--- config.mk ---
export PLATFORM = sky130hd
export DESIGN_NAME = tick_pulse_sequencer
export DESIGN_NICKNAME = d
export VERILOG_FILES = /design/src/rtl/tick_seq_pkg.sv /design/src/rtl/div_clk_sync.sv /design/src/rtl/tick_pulse_sequencer.sv
export SDC_FILE = /design/constraint.sdc
export NUM_CORES = 1
export LEC_CHECK = 0
export CORE_MARGIN = 3
export CORE_UTILIZATION = 45
export CTS_CLUSTER_DIAMETER = 200
export DETAILED_ROUTE_END_ITERATION = 10
export PLACE_DENSITY_LB_ADDON = 0.05
export SLEW_MARGIN = 20
export SYNTH_ARGS = -nofsm -noshare
export SYNTH_HDL_FRONTEND = slang
export SYNTH_SLANG_ARGS = --single-unit
--- constraint.sdc ---
create_clock -name clk_in -period 4.6 [get_ports clk_in]
set_input_delay 0.46 -clock clk_in [delete_from_list [all_inputs] [get_ports clk_in]]
set_output_delay 0.46 -clock clk_in [all_outputs]
set_load 0.005 [all_outputs]
--- src/rtl/tick_seq_pkg.sv ---
// Shared types and constants for the tick-timed pulse burst sequencer.
package tick_seq_pkg;

    localparam int unsigned CNT_W_DEFAULT = 16;

    typedef enum logic [2:0] {
        ST_IDLE,
        ST_DELAY,
        ST_HIGH,
        ST_LOW,
        ST_FINISH
    } state_e;

endpackage

--- src/rtl/div_clk_sync.sv ---
// Brings div_clk into the clk_in domain and emits a registered one-cycle tick per rising edge.
module div_clk_sync #(
    parameter int unsigned SYNC_STAGES = 2
) (
    input  logic clk_in,
    input  logic reset,
    input  logic i_div_clk,
    output logic o_tick
);

    localparam int unsigned WARM_CYCLES = SYNC_STAGES + 1;
    localparam int unsigned WARM_W      = $clog2(WARM_CYCLES + 1);

    logic [SYNC_STAGES-1:0] r_sync;
    logic                   r_prev;
    logic                   r_tick;
    logic [WARM_W-1:0]      r_warm;
    logic                   w_warm_done;
    logic                   w_rise;

    assign w_warm_done = (r_warm == WARM_W'(WARM_CYCLES));
    assign w_rise      = r_sync[SYNC_STAGES-1] & ~r_prev;
    assign o_tick      = r_tick;

    // Warm-up gate hides the apparent edge when div_clk is already high at reset release.
    always_ff @(posedge clk_in or posedge reset) begin
        if (reset) begin
            r_sync <= '0;
            r_prev <= 1'b0;
            r_tick <= 1'b0;
            r_warm <= '0;
        end else begin
            r_sync <= {r_sync[SYNC_STAGES-2:0], i_div_clk};
            r_prev <= r_sync[SYNC_STAGES-1];
            r_tick <= w_rise & w_warm_done;
            if (!w_warm_done) begin
                r_warm <= r_warm + WARM_W'(1);
            end
        end
    end

endmodule

--- src/rtl/tick_pulse_sequencer.sv ---
// Programmable pulse burst generator timed in synchronized div_clk ticks: start delay,
// then num_pulses pulses of high_ticks width separated by low_ticks gaps.
module tick_pulse_sequencer
    import tick_seq_pkg::*;
#(
    parameter int unsigned CNT_W       = CNT_W_DEFAULT,
    parameter int unsigned SYNC_STAGES = 2
) (
    input  logic             clk_in,
    input  logic             reset,
    input  logic             i_div_clk,
    input  logic             i_start,
    input  logic             i_abort,
    input  logic [CNT_W-1:0] i_delay_ticks,
    input  logic [CNT_W-1:0] i_num_pulses,
    input  logic [CNT_W-1:0] i_high_ticks,
    input  logic [CNT_W-1:0] i_low_ticks,
    output logic             o_tick,
    output logic             o_pulse_out,
    output logic             o_busy,
    output logic             o_done,
    output logic [CNT_W-1:0] o_pulse_count
);

    state_e           r_state, w_state_next;
    logic [CNT_W-1:0] r_cnt, w_cnt_next;
    logic [CNT_W-1:0] r_num, w_num_next;
    logic [CNT_W-1:0] r_high, w_high_next;
    logic [CNT_W-1:0] r_low, w_low_next;
    logic [CNT_W-1:0] r_pcount, w_pcount_next;
    logic [CNT_W-1:0] w_pcount_inc;
    logic [CNT_W-1:0] w_high_in;
    logic [CNT_W-1:0] w_low_in;
    logic             r_pulse;
    logic             w_tick;
    logic             w_last;

    div_clk_sync #(
        .SYNC_STAGES (SYNC_STAGES)
    ) u_sync (
        .clk_in    (clk_in),
        .reset     (reset),
        .i_div_clk (i_div_clk),
        .o_tick    (w_tick)
    );

    // Zero widths behave as one tick.
    assign w_high_in    = (i_high_ticks == '0) ? CNT_W'(1) : i_high_ticks;
    assign w_low_in     = (i_low_ticks == '0) ? CNT_W'(1) : i_low_ticks;
    assign w_pcount_inc = r_pcount + CNT_W'(1);
    assign w_last       = (r_cnt == CNT_W'(1));

    always_comb begin
        w_state_next  = r_state;
        w_cnt_next    = r_cnt;
        w_num_next    = r_num;
        w_high_next   = r_high;
        w_low_next    = r_low;
        w_pcount_next = r_pcount;
        unique case (r_state)
            ST_IDLE: begin
                if (i_start && !i_abort) begin
                    w_num_next    = i_num_pulses;
                    w_high_next   = w_high_in;
                    w_low_next    = w_low_in;
                    w_pcount_next = '0;
                    if (i_num_pulses == '0) begin
                        w_state_next = ST_FINISH;
                    end else if (i_delay_ticks == '0) begin
                        w_state_next = ST_HIGH;
                        w_cnt_next   = w_high_in;
                    end else begin
                        w_state_next = ST_DELAY;
                        w_cnt_next   = i_delay_ticks;
                    end
                end
            end
            ST_DELAY, ST_LOW: begin
                if (i_abort) begin
                    w_state_next = ST_IDLE;
                end else if (w_tick) begin
                    if (w_last) begin
                        w_state_next = ST_HIGH;
                        w_cnt_next   = r_high;
                    end else begin
                        w_cnt_next = r_cnt - CNT_W'(1);
                    end
                end
            end
            ST_HIGH: begin
                if (i_abort) begin
                    w_state_next = ST_IDLE;
                end else if (w_tick) begin
                    if (w_last) begin
                        w_pcount_next = w_pcount_inc;
                        if (w_pcount_inc == r_num) begin
                            w_state_next = ST_FINISH;
                        end else begin
                            w_state_next = ST_LOW;
                            w_cnt_next   = r_low;
                        end
                    end else begin
                        w_cnt_next = r_cnt - CNT_W'(1);
                    end
                end
            end
            ST_FINISH: begin
                w_state_next = ST_IDLE;
            end
            default: begin
                w_state_next = ST_IDLE;
            end
        endcase
    end

    // pulse_out is registered from the next state so it tracks HIGH without a decode glitch.
    always_ff @(posedge clk_in or posedge reset) begin
        if (reset) begin
            r_state  <= ST_IDLE;
            r_cnt    <= '0;
            r_num    <= '0;
            r_high   <= '0;
            r_low    <= '0;
            r_pcount <= '0;
            r_pulse  <= 1'b0;
        end else begin
            r_state  <= w_state_next;
            r_cnt    <= w_cnt_next;
            r_num    <= w_num_next;
            r_high   <= w_high_next;
            r_low    <= w_low_next;
            r_pcount <= w_pcount_next;
            r_pulse  <= (w_state_next == ST_HIGH);
        end
    end

    assign o_tick        = w_tick;
    assign o_pulse_out   = r_pulse;
    assign o_busy        = (r_state == ST_DELAY) || (r_state == ST_HIGH) || (r_state == ST_LOW);
    assign o_done        = (r_state == ST_FINISH);
    assign o_pulse_count = r_pcount;

endmodule

==> results_dict.tcl, run 1 <==
set metrics [dict create \
    status "finished clean" \
    cp_slowest_cell "dfrtp_1" \
    ios 89 \
    post_cts_buffers 0 \
    post_cts_resize_count 0 \
    wl_per_cell_um 20.1 \
    finalSetupTns_ns 0 \
    required_ns 4.81 \
    cts_tree "done" \
    fin_crit_ns 3.19 \
    drive_above_1_share_pct 13.6 \
    synth_mux_area_share_pct 11.7 \
    h-tree-depth 3 \
    worst_path_most_repeated_cell "a211oi_1" \
    final_nets 672 \
    path_class "register to register" \
    cts.path.max_buffers 2 \
    min-delay-start "u_sync.r_sync[0]" \
    maxCapViolations 0 \
    final.setup.worst_slack_ns 1.41 \
    root_buffer "clkbuf_16" \
    synth_top_cell_by_area "dfrtp_1" \
    critPathLaunch "o_pulse_count[0]" \
    p_leak_nw 2.46 \
    fmax_ghz 0.314 \
    critical-path-max-stage-delay_ns 0.52 \
    ir_drop_mv 0.218 \
    dr.pass1.iters 7 \
    p_per_area_mw_per_mm2 375 \
    critPathLaunchType "register" \
    clkSlewWorstSetupHoldPaths_ns 0.06 \
    drt_iter0_drc 372 \
    final-setup-viol-count 0 \
    syn_inst 527 \
    synth-compound-area-share_pct 19.4 \
    antenna_cells 0 \
    synth-xor-area-share_pct 3.94 \
    critPathCaptureType "register" \
    worstSkewPairLatency_ns 0.34 \
    synth_top_family_by_area "compound AO/OA/AOI/OAI gates" \
    routed_wl_um 14900 \
    drc 0 \
    cts_inserted_buffers 9 \
    path_cells "ha_1, nand3_1, nor2_1, a41oi_1, a211oi_1, nand4_1, o21ai_1, a211oi_1" \
    dp_hpwl_um 11200 \
    final_max_slew_viol_count 0 \
    start_util_pct 46.5 \
    synth_fa_ha_area_share_pct 0.979 \
    viasPerCell 6.16 \
    path_delay_family "compound AO/OA/AOI/OAI gates" \
    synth-seq-cells 90 \
    critPathArrivalTime_ns 3.39 \
    async_flop_share_pct 100 \
    yosys-top-cells-area "dfrtp_1, mux2_2, o21ai_0, a21oi_1, nor4_1" \
    synth_area_sq_mm 0.00511 \
    vias 4580 \
    io_buffer_count 88 \
    die_y_um 113 \
    antenna_found_initial 0 \
    syn_area_per_cell_sq_um 9.70 \
    worst-path-max-fanout 9 \
    ys_types 59 \
    ctsHoldBuffers 0 \
    synth-simple-area-share_pct 16.8 \
    die_area_sq_mm 0.0127 \
    tightestPinTransition_ns 0.801 \
    ys_seq_area_share_pct 44.1 \
    rsz0062_at_grt "false" \
    synthFlopType "dfrtp_1" \
    grt_first_pass_wirelength_um 24300 \
    r2r-start "o_pulse_count[0]" \
    syn_to_final_growth_pct 24.6 \
    finalCritPeriodShare_pct 69.3 \
    yosysWarnings 0 \
    gp_congestion 0.996 \
    synth_edf_count 0 \
    grt_max_degree 60 \
    slew_headroom_pct 46.6 \
    final.setup_skew_ns 0.00652 \
    core_area_sq_mm 0.0110 \
    drtAntennaViolNets 0 \
    yosysTopAreaCellShare_pct 44.1 \
    die_w_um 113 \
    grt_overflow 0 \
    grtUsageTotal_pct 24.4 \
    cts_num_sinks 90 \
    grt_pass1_vias 4494 \
    post-place-ws_ns 1.41 \
    rows 38 \
    syn-num-nets 600 \
    hp-class "register to register" \
    finalHoldViolCount 0 \
    cp_num_buf_inv 0 \
]
## placed cells by master (no fill, tap or decap), drive strengths merged, types with 4 or more instances in the layout
cell type,instances
nor4,25
nand3,11
a22oi,6
xnor2,15
a22o,4
buf,4
clkdlybuf4s50,88
nand4,10
mux2,52
o22ai,8
xor2,8
dfrtp,90
or3,6
and4,5
inv,8
nor3,12
clkbuf,10
o211ai,12
nor2,39
a21oi,34
o21ai,51
a31oi,4
o211a,4
ha,4
nand2,28
o31ai,8
nand2b,4
and2,7
## Yosys cell counts, drive strengths merged (5+ instances only)
cell type / count
mux2: 52
o21ai: 51
clkbuf: 23
and2: 7
nand4: 10
dfrtp: 90
o211ai: 12
buf: 8
a21oi: 34
inv: 8
nor4: 25
or3: 6
nor2: 39
xnor2: 15
xor2: 8
a22oi: 6
nand2: 28
o31ai: 8
o22ai: 8
nand3: 11
and4: 5
nor3: 12
## path summary, 6_finish.rpt
kind / end / slack [ns] / depth (start not counted)
worst max-delay path: r_cnt[10] / 1.41 / 8
worst min-delay path: u_sync.r_sync[1] / 0.35 / 0
worst max register to register: r_cnt[10] / 1.41 / 8
worst min register to register: u_sync.r_sync[1] / 0.35 / 0
max in group asynchronous: r_high[9] / 3.07 / 3
min in group asynchronous: u_sync.r_warm[1] / 0.59 / 2
## state kept, by name, indices dropped and copies added (netlist names)
| signal | count |
|---|---|
| r_low | 16 |
| o_pulse_out | 1 |
| u_sync.r_prev | 1 |
| r_high | 16 |
| r_state | 3 |
| u_sync.r_warm | 2 |
| u_sync.r_sync | 2 |
| o_pulse_count | 16 |
| r_cnt | 16 |
| r_num | 16 |
| u_sync.o_tick | 1 |
## report_power, final
part	switching, mW	leakage (nW)	internal [mW]
combinational	0.280	1.21	0.285
clock	0.305	0.140	0.431
sequential	0.143	1.11	0.943
## through the flow
stage	total power, mW	util [%]	instances	hold slack, ns	cell area, sq um
2_1_floorplan	1.44	-	527	0.331	5110
3_3_place_gp	1.64	55.3	728	0.333	6070
3_5_place_dp	1.65	55.3	728	0.336	6070
4_1_cts	2.39	57.9	743	0.350	6360
5_1_grt	2.51	58.0	743	0.358	6370
6_report	2.39	58.0	743	0.348	6370
## final cells by class
cell class              instances  area [sq um]
well taps                     140           175
multi-input cells             398          2700
flip-flops and latches         90          2250
repair buffers                 92           911
inverters                       8          32.5
fillers                       974          4620
clock inverters                 5          55.1
clock buffers                  10           239
## routing by layer
metal,vias up,GRT usage (%),wire length [um]
li1,2143,-,-
met1,2222,38.0,7290
met2,192,33.1,6220
met3,23,5.61,1150
met4,0,8.09,257
met5,-,0,0
## cells by family after synthesis
kind of cell	Yosys count
compound gates	154
mux	53
fa+ha+maj	4
buf+inv	39
xor+xnor	23
flops	90
simple gates	164
Power figures use the tool's default switching activity.
==> run 2: changes to the inputs <==
==> constraint.sdc (replaced) <==
create_clock -name clk_in -period 2.9 [get_ports clk_in]
set_input_delay 0.29 -clock clk_in [delete_from_list [all_inputs] [get_ports clk_in]]
set_output_delay 0.29 -clock clk_in [all_outputs]
set_load 0.005 [all_outputs]
==> results_dict.tcl, run 2 (synthesis gave the netlist of run 1 again) <==
set metrics [dict create \
    finalCritPeriodShare_pct 93.4 \
    slew_headroom_pct 54.1 \
    routed_wl_um 15700 \
    placed_cell_area_sq_mm 0.00627 \
    start_util_pct 46.5 \
    grt_pass1_vias 4425 \
    viasPerCell 6.04 \
    finalSetupTns_ns 0 \
    post_cts_buffers 0 \
    vias 4644 \
    die_w_um 113 \
    r2r_end "o_pulse_count[5]" \
    grt_first_pass_wirelength_um 24900 \
    fin_cells 769 \
    tightestPinTransition_ns 0.688 \
    maxCapViolations 0 \
    antenna_found_initial 0 \
    drt_iter0_drc 384 \
    cp_slowest_cell "dfrtp_1" \
    required_ns 3.11 \
    worst-path-max-fanout 12 \
    final.setup_skew_ns 0.00734 \
    critPathArrivalTime_ns 2.92 \
    cts_inserted_buffers 9 \
    final_area_sq_mm 0.00660 \
    rows 38 \
    rrSetupSlack_ns 0.19 \
    wl_per_cell_um 20.4 \
    critPathLaunchType "register" \
    critPathCaptureType "register" \
    grt_max_degree 58 \
    worstSkewPairLatency_ns 0.35 \
    finalHoldViolCount 0 \
    dr.pass1.iters 5 \
    path_cells "or3_1, or3_1, or3_1, a22o_4, or2_4, o41ai_1" \
    worstRegToRegCells 6 \
    die_y_um 113 \
    critical-path-max-stage-delay_ns 0.42 \
    die_area_sq_mm 0.0127 \
    clkSlewWorstSetupHoldPaths_ns 0.07 \
    drc 0 \
    r2r-start "r_cnt[6]" \
    antenna_cells 0 \
    syn_to_final_growth_pct 29.2 \
    cp_num_buf_inv 0 \
    final_nets 697 \
    cts_num_sinks 90 \
    dp_hpwl_um 11800 \
    drtAntennaViolNets 0 \
    cts.path.max_buffers 2 \
    p_per_area_mw_per_mm2 591 \
    core_area_sq_mm 0.0110 \
    ios 89 \
    final_common_cell "dfrtp_1" \
    layout_common_cells "dfrtp_1, clkdlybuf4s50_1, mux2_2" \
    ir_drop_mv 0.470 \
    worst_path_most_repeated_cell "or3_1" \
    root_buffer "clkbuf_16" \
    rsz0062_at_grt "false" \
    final_max_slew_viol_count 0 \
    fin_crit_ns 2.71 \
    drive_above_1_share_pct 17.2 \
    path_class "register to register" \
    grt_overflow 0 \
    path_delay_family "simple AND/OR/NAND/NOR gates" \
    grtUsageTotal_pct 25.3 \
    p_leak_nw 2.60 \
    cts_tree "done" \
    final-setup-viol-count 0 \
    placedCellCount 753 \
    fmax_ghz 0.369 \
    h-tree-depth 3 \
    io_buffer_count 88 \
    gp_congestion 0.920 \
    status "finished clean" \
    hp-class "primary input to async pin" \
]
[run 2: how the worst max path moves through the flow]
stage | end | from | cells past startpoint | slack, ns
3_3_place_gp | r_cnt[3] | o_pulse_count[1] | 7 | 0.16
5_1_grt | r_cnt[8] | o_pulse_count[1] | 7 | 0.05
6_report | o_pulse_count[5] | r_cnt[6] | 6 | 0.19
3_5_place_dp | r_cnt[4] | o_pulse_count[1] | 7 | 0.10
4_1_cts | r_cnt[4] | o_pulse_count[1] | 7 | 0.09
2_1_floorplan | o_pulse_count[14] | r_cnt[6] | 9 | 0.16
[run 2: power by group]
group,switching [mW],total [mW],internal (mW)
Sequential,0.220,1.72,1.50
Clock,0.490,1.23,0.741
Combinational,0.470,0.959,0.489
[run 2: area by class of cell]
type / count / area, sq um
inverter: 8 / 31.3
multi-input combinational: 398 / 2720
clock buffer: 13 / 270
timing repair buffer: 117 / 1110
sequential: 90 / 2250
tap: 140 / 175
clock inverter: 3 / 46.3
fill: 959 / 4380
[run 2: worst reg2reg max path, cell delays in order (launching register included)]
cell     delay [ns]
dfrtp_1        0.42
or3_1          0.40
or3_1          0.35
or3_1          0.41
a22o_4         0.33
or2_4          0.32
o41ai_1        0.35
[run 2: per-stage QoR]
step                      util [%]  power, mW  hold WS [ns]  worst slack, ns
final                         60.1       3.90         0.335            0.192
after global routing          60.1       4.12         0.376           0.0518
after CTS                     60.0       3.92         0.354           0.0851
after detailed placement      57.1       2.67         0.350            0.103
after global placement        57.1       2.65         0.337            0.161
after floorplan                  -       2.28         0.321            0.159
[run 2: layer usage]
| layer | GRT usage [%] | routed length [um] | vias to the layer above |
|---|---|---|---|
| met1 | 40.3 | 7860 | 2285 |
| li1 | - | - | 2180 |
| met3 | 4.31 | 1030 | 12 |
| met2 | 35.0 | 6600 | 167 |
| met4 | 7.13 | 177 | 0 |
| met5 | 0 | 0 | - |
[run 2: what timing repair did]
| item | CTS | global route |
|---|---|---|
| gates resized for setup | 0 | 3 |
| hold buffers | 0 | 0 |
| endpoints found under the setup margin | 0 | 14 |
